`src/rtl/ar_responder_pkg.sv`:
```
// Shared types for the AXI read responder and the traffic generator that drives it.
// Holds the AR/R channel structs, the queued-request entry, and the beat address helper.
package ar_responder_pkg;

  localparam int ADDR_W   = 32;
  localparam int ID_W     = 4;
  localparam int LEN_W    = 8;
  localparam int R_DATA_W = 64;

  typedef logic [1:0] resp_t;
  localparam resp_t RESP_OKAY = 2'b00;

  typedef struct packed {
    logic [ID_W-1:0]   id;
    logic [ADDR_W-1:0] addr;
    logic [LEN_W-1:0]  len;
  } ax_chan_t;

  typedef struct packed {
    logic [ID_W-1:0]     id;
    logic [R_DATA_W-1:0] data;
    resp_t               resp;
    logic                last;
  } r_chan_t;

  typedef struct packed {
    logic [ADDR_W-1:0] addr;
    logic [LEN_W-1:0]  len;
    logic [ID_W-1:0]   id;
  } ar_entry_t;

  typedef ar_entry_t r_beat_t;

  typedef enum logic [1:0] {
    ST_IDLE,
    ST_DELAY,
    ST_BURST
  } state_e;

  // Address of a given beat; the add wraps naturally at the address width.
  function automatic logic [ADDR_W-1:0] beat_addr(input logic [ADDR_W-1:0] base,
                                                  input logic [LEN_W-1:0]  beat,
                                                  input int unsigned       stride);
    return base + ADDR_W'(beat) * ADDR_W'(stride);
  endfunction

endpackage

```
`src/rtl/ar_responder_ar_queue.sv`:
```
// DEPTH-entry FIFO of accepted AR requests.
// Pointers wrap on log2(DEPTH) bits; a separate occupancy counter gives full/empty.
module ar_queue
  import ar_responder_pkg::*;
#(
  parameter int DEPTH = 4
) (
  input  logic      clk_i,
  input  logic      rst_ni,
  input  logic      push_i,
  input  ar_entry_t entry_i,
  input  logic      pop_i,
  output ar_entry_t head_o,
  output logic      full_o,
  output logic      empty_o
);

  localparam int PTR_W = $clog2(DEPTH);

  ar_entry_t        mem_q [DEPTH];
  logic [PTR_W-1:0] wr_ptr_q;
  logic [PTR_W-1:0] rd_ptr_q;
  logic [PTR_W:0]   count_q;
  logic             do_push;
  logic             do_pop;

  assign full_o  = (count_q == (PTR_W+1)'(DEPTH));
  assign empty_o = (count_q == '0);
  assign do_push = push_i && !full_o;
  assign do_pop  = pop_i && !empty_o;
  assign head_o  = mem_q[rd_ptr_q];

  always_ff @(posedge clk_i or negedge rst_ni) begin
    if (!rst_ni) begin
      wr_ptr_q <= '0;
      rd_ptr_q <= '0;
      count_q  <= '0;
    end else begin
      if (do_push) wr_ptr_q <= wr_ptr_q + 1'b1;
      if (do_pop)  rd_ptr_q <= rd_ptr_q + 1'b1;
      case ({do_push, do_pop})
        2'b10:   count_q <= count_q + 1'b1;
        2'b01:   count_q <= count_q - 1'b1;
        default: count_q <= count_q;
      endcase
    end
  end

  // Storage needs no reset: an entry is only ever read after being written.
  always_ff @(posedge clk_i) begin
    if (do_push) mem_q[wr_ptr_q] <= entry_i;
  end

endmodule

```
`src/rtl/ar_responder.sv`:
```
// Subordinate-side AXI read responder: queues AR requests and returns R bursts whose
// data is the beat address, after a programmable delay sampled at request pop.
//
// state    | meaning
// ST_IDLE  | waiting for a queued request; pops head when one is present
// ST_DELAY | counting down response delay before the first beat
// ST_BURST | presenting beats until the last one is accepted
module ar_responder
  import ar_responder_pkg::*;
#(
  parameter type ax_channel_t = ax_chan_t,
  parameter type r_channel_t  = r_chan_t,
  parameter int  DEPTH        = 4,
  parameter int  DATA_W       = 64
) (
  input  logic        clk_i,
  input  logic        rst_ni,
  input  logic        ar_valid_i,
  input  ax_channel_t ar_data_i,
  output logic        ar_ready_o,
  output logic        r_valid_o,
  output r_channel_t  r_data_o,
  input  logic        r_ready_i,
  input  logic        enable_i,
  input  logic [7:0]  resp_delay_i,
  output logic        busy_o,
  output logic [15:0] served_o
);

  localparam int unsigned STRIDE = DATA_W / 8;

  state_e      state_q, state_d;
  ar_entry_t   push_entry;
  ar_entry_t   head;
  ar_entry_t   cur_q;
  logic [7:0]  delay_q;
  logic [7:0]  beat_q;
  logic [15:0] served_q;
  logic        full;
  logic        empty;
  logic        pop;
  logic        is_last;
  logic        r_hs;
  logic [DATA_W-1:0] beat_data;

  assign push_entry.addr = ar_data_i.addr;
  assign push_entry.len  = ar_data_i.len;
  assign push_entry.id   = ar_data_i.id;

  assign ar_ready_o = enable_i && !full;

  ar_queue #(
    .DEPTH(DEPTH)
  ) u_queue (
    .clk_i  (clk_i),
    .rst_ni (rst_ni),
    .push_i (ar_valid_i && ar_ready_o),
    .entry_i(push_entry),
    .pop_i  (pop),
    .head_o (head),
    .full_o (full),
    .empty_o(empty)
  );

  assign is_last = (beat_q == cur_q.len);
  assign r_hs    = (state_q == ST_BURST) && r_ready_i;

  always_comb begin
    state_d = state_q;
    pop     = 1'b0;
    case (state_q)
      ST_IDLE: begin
        if (!empty) begin
          pop     = 1'b1;
          // A zero delay skips the countdown so the first beat follows the pop cycle.
          state_d = (resp_delay_i == 8'd0) ? ST_BURST : ST_DELAY;
        end
      end
      ST_DELAY: begin
        if (delay_q == 8'd0) state_d = ST_BURST;
      end
      ST_BURST: begin
        if (r_ready_i && is_last) state_d = ST_IDLE;
      end
      default: state_d = ST_IDLE;
    endcase
  end

  always_ff @(posedge clk_i or negedge rst_ni) begin
    if (!rst_ni) begin
      state_q  <= ST_IDLE;
      cur_q    <= '0;
      delay_q  <= '0;
      beat_q   <= '0;
      served_q <= '0;
    end else begin
      state_q <= state_d;
      if (pop) begin
        cur_q   <= head;
        delay_q <= resp_delay_i - 8'd1;
        beat_q  <= '0;
      end else if (state_q == ST_DELAY && delay_q != 8'd0) begin
        delay_q <= delay_q - 8'd1;
      end
      if (r_hs) begin
        beat_q <= beat_q + 8'd1;
        if (is_last) served_q <= served_q + 16'd1;
      end
    end
  end

  assign beat_data = DATA_W'(beat_addr(cur_q.addr, beat_q, STRIDE));

  always_comb begin
    r_data_o  = '0;
    r_valid_o = (state_q == ST_BURST);
    if (r_valid_o) begin
      r_data_o.data = beat_data;
      r_data_o.id   = cur_q.id;
      r_data_o.resp = RESP_OKAY;
      r_data_o.last = is_last;
    end
  end

  assign busy_o   = !empty || (state_q != ST_IDLE);
  assign served_o = served_q;

endmodule

```
`config.mk`:
```
export PLATFORM = sky130hd
export DESIGN_NAME = ar_responder
export DESIGN_NICKNAME = d
export VERILOG_FILES = /design/src/rtl/ar_responder_pkg.sv /design/src/rtl/ar_responder_ar_queue.sv /design/src/rtl/ar_responder.sv
export SDC_FILE = /design/constraint.sdc
export NUM_CORES = 1
export LEC_CHECK = 0
export BUFFER_PORTS_ARGS = -buffer_cell sky130_fd_sc_hd__buf_2
export CAP_MARGIN = 20
export CORE_MARGIN = 2
export CORE_UTILIZATION = 58
export CTS_CLUSTER_SIZE = 20
export DETAILED_ROUTE_END_ITERATION = 6
export GPL_TIMING_DRIVEN = 0
export HOLD_SLACK_MARGIN = 0.12
export PLACE_DENSITY = 0.81
export RECOVER_POWER = 25
export SYNTH_ARGS = -nofsm -noshare
export SYNTH_HDL_FRONTEND = slang
export SYNTH_SLANG_ARGS = --single-unit
```
`constraint.sdc`:
```
create_clock -name clk_i -period 3.3 [get_ports clk_i]
set_clock_uncertainty 0.1 [all_clocks]
set_input_delay 0 -clock clk_i [delete_from_list [all_inputs] [get_ports clk_i]]
set_output_delay 0 -clock clk_i [all_outputs]
set_load 0.1 [all_outputs]
```
==> flow_metrics.py <==
metrics = {
    "final_layout": {
        "num_antenna_cells": 0,
        "fin_area_mm2": 0.0148,
        "fillerInstances": 1209,
        "finish.utilization_pct": 76.0,
        "areaGrowthSynthToFinish_pct": 28.6,
        "drive_gt1_share_pct": 25.0,
        "layout.nets": 1192,
    },
    "clocking": {
        "cts_tree": "yes",
        "insertion_delay_ns": 0.53,
        "clock-sinks": 261,
        "cts_max_path_buffers": 3,
        "clkTransAtPathRegs_ns": 0.06,
        "h-tree-depth": 1,
        "cts_buffers": 27,
        "root_buffer": "clkbuf_16",
    },
    "yosys": {
        "synth_top_area_share_pct": 45.8,
        "synth_commonest_cells": "176 x edfxtp_1, 156 x nand2_1, 85 x dfrtp_1",
        "ys_seq_elements": 261,
        "synthArstFlopShare_pct": 32.6,
        "netlist_instances": 851,
        "ys_types": 58,
        "synth_area_leader_cell": "edfxtp_1",
        "syn_area_mm2": 0.0115,
        "yosysMostFrequentCell": "edfxtp_1",
        "synth_edf_count": 176,
        "ys_warn_count": 0,
        "synth-seq-area-share_pct": 64.2,
        "avgSynthCellArea_um2": 13.6,
        "synth.top_cells.by_area": "edfxtp_1 46%, dfrtp_1 18%, mux4_2 8.6%, nand2_1 5.1%, buf_4 2.2%",
        "synth_flop_cell": "edfxtp_1",
    },
    "detailed_routing": {
        "dr.pass1.iters": 5,
        "drcViolationCount": 0,
        "vias": 8137,
        "wl_um": 27800,
        "wl_per_cell_um": 19.8,
        "ant_nets": 0,
        "drt-initial-drc-count": 589,
        "vias_per_cell": 5.80,
    },
    "setup_path": {
        "ff2ff_path_depth": 9,
        "required_ns": 3.20,
        "path_max_fanout": 5,
        "slowest_stage": "a211o_4",
        "critPathKind": "register to output port",
        "startpoint": "cur_q[15]",
        "startpoint_type": "register",
        "r2r-end": "delay_q[6]",
        "reg2reg_from": "u_queue.count_q[2]",
        "critPathCaptureType": "output port",
        "crit_chain": "ha_4 > inv_2 > fa_2 > nor2b_4 > o2111ai_4 > a211o_4 > a2111oi_4 > mux2i_4 > buf_12",
        "cp.arrival_ns": 3.20,
        "rrSetupSlack_ns": 0.32,
        "slowest_delay_ns": 0.43,
        "endpoint": "r_data_o[34]",
    },
    "die": {
        "start_util_pct": 59.1,
        "die_h_um": 145,
        "ios": 147,
        "dieWidth_um": 145,
        "dieArea_mm2": 0.0210,
        "fp-row-count": 51,
        "core_area_mm2": 0.0195,
    },
    "sta": {
        "rsz0062_at_grt": "true",
        "fin_ws_ns": 0.00279,
        "min_period_over_period_pct": 99.9,
        "setup_viol": 0,
        "worstMarginPinSlew_ns": 1.80,
        "fmax_mhz": 303,
        "period_minus_slack_ns": 3.30,
        "slew_headroom_pct": -20.3,
        "hold_violations": 0,
        "hold_ws_ns": 0.185,
        "slew_violations": 33,
    },
    "pwr": {
        "combPwrFrac_pct": 37.6,
        "peakVddDrop_mv": 0.516,
        "p_leak_nw": 5.81,
        "total_power_w": 0.0126,
        "p_sw_share_pct": 38.9,
        "p_seq_share_pct": 36.9,
        "cellPowerDensity_mw_per_mm2": 850,
        "power_switching_w": 0.00490,
        "internal_power_w": 0.00771,
        "power_frac_clock_pct": 25.5,
    },
    "placed_design": {
        "port_buffers": 112,
        "gp_congestion": 0.903,
        "hpwlAfterDp_um": 16900,
        "place_area_mm2": 0.0128,
        "place_ws_ns": -0.530,
    },
    "global_routing": {
        "grt_usage_pct": 26.4,
        "first_global_vias": 8259,
        "grt_pass1_wl_um": 43800,
        "grt_max_degree": 54,
        "overflow": 0,
        "antenna_found_initial": 0,
    },
    "run_status": {
        "violations": "capacitance limit, slew limit",
        "run_status": "finished with violations",
    },
    "worst_hold_path": {
        "hold_path_class": "input port to register",
    },
    "flow_run": {
        "cap_violations": 1,
    },
}
-- layer usage --
layer	wire, um	track usage (%)
met5	0	0
met4	937	10.2
met3	2030	4.53
met2	13900	44.5
met1	11000	34.6
-- per-stage QoR --
step             TNS (ns)  std cells
2_1_floorplan      -0.225        884
3_3_place_gp       -0.895       1261
3_5_place_dp        -1.09       1266
4_1_cts        -0.0000300       1401
5_1_grt           -0.0767       1402
6_report                0       1402
-- worst max-delay path, delay by kind of cell, from the launching register on --
family | cells | cell delay [ns]
multiplexers | 1 | 0.33
adder cells (fa/ha/maj) | 2 | 0.53
AND/OR/NAND/NOR | 1 | 0.17
flip-flops | 1 | 0.41
buffers and inverters | 2 | 0.24
AO/OA/AOI/OAI | 3 | 0.99
-- worst min-delay path by stage --
| stage | endpoint | slack (ns) | cells after the start | startpoint |
|---|---|---|---|---|
| finish | u_queue.mem_q[1][4] | 0.19 | 2 | ar_data_i[0] |
| global route | u_queue.mem_q[3][13] | 0.19 | 2 | ar_data_i[9] |
| CTS | u_queue.mem_q[3][15] | 0.12 | 2 | ar_data_i[11] |
| detailed placement | cur_q[26] | -0.12 | 1 | rst_ni |
| global placement | u_queue.mem_q[1][0] | 0.11 | 1 | ar_data_i[40] |
| floorplan | beat_q[0] | -0.40 | 0 | rst_ni |
-- power by group through the flow --
| stage | combinational, W | sequential [W] | clock [W] |
|---|---|---|---|
| 3_5_place_dp | 0.00439 | 0.00466 | 0 |
| 5_1_grt | 0.00507 | 0.00471 | 0.00338 |
| 4_1_cts | 0.00470 | 0.00461 | 0.00326 |
| 2_1_floorplan | 0.00342 | 0.00456 | 0 |
| 6_report | 0.00474 | 0.00465 | 0.00322 |
| 3_3_place_gp | 0.00425 | 0.00465 | 0 |
-- registers in the layout, indices dropped and copies added, names as in the netlist, 3 cells and up --
name and flops:
u_queue.mem_q 176, beat_q 8, delay_q 8, served_o 16
cur_q 44, u_queue.count_q 3
-- final cells by class --
type	instances	area, um^2	area share (%)
Multi-Input combinational cell	528	4010	27.0
Timing Repair Buffer	205	1620	10.9
Clock buffer	35	777	5.23
Sequential cell	261	7420	50.0
Clock inverter	14	185	1.25
Tap cell	265	332	2.23
Buffer	68	408	2.75
Inverter	26	97.6	0.657
-- what timing repair did --
action / CTS / global route
buffers inserted: 1 / 2
setup endpoints to repair: 26 / 22
cloned: 1 / 0
endpoints found under the hold margin: 324 / 0
pin swaps: 3 / 2
hold buffers: 85 / 0
resized for setup: 67 / 20
-- kinds of logic (layout without fill, tap and decap cells) --
| family | Yosys count | count (layout) | synth area share [%] |
|---|---|---|---|
| and+or+nand+nor | 282 | 282 | 11.5 |
| DFF | 261 | 261 | 64.2 |
| AOI/OAI and AO/OA | 101 | 102 | 5.56 |
| buffers and inverters | 96 | 348 | 4.29 |
| muxes | 52 | 52 | 9.29 |
| xor gates and xnor gates | 40 | 40 | 3.03 |
| adders and majority gates | 18 | 18 | 2.08 |
| other | 1 | 34 | 0.0325 |
-- placed cells by master (no fill, tap or decap), drive strengths merged, types with 2 or more instances in the layout --
cell         instances
edfxtp             176
nand2              156
buf                138
clkbuf              86
dfrtp               85
dlygate4sd3         84
mux4                44
conb                34
o21ai               31
xnor2               29
a21oi               29
inv                 27
nor2                22
nand3               19
nand4               16
ha                  16
and3                14
o31ai               12
xor2                11
and2                10
nor3                10
or4                  9
clkinv               7
mux2i                7
nand2b               6
a2111o               6
or3                  6
nor2b                5
bufinv               4
o211ai               3
nor4                 3
nor3b                3
o21bai               2
clkinvlp             2
a211o                2
and4                 2
a211oi               2
a21boi               2
fa                   2
(Power assumes the default switching activity.)
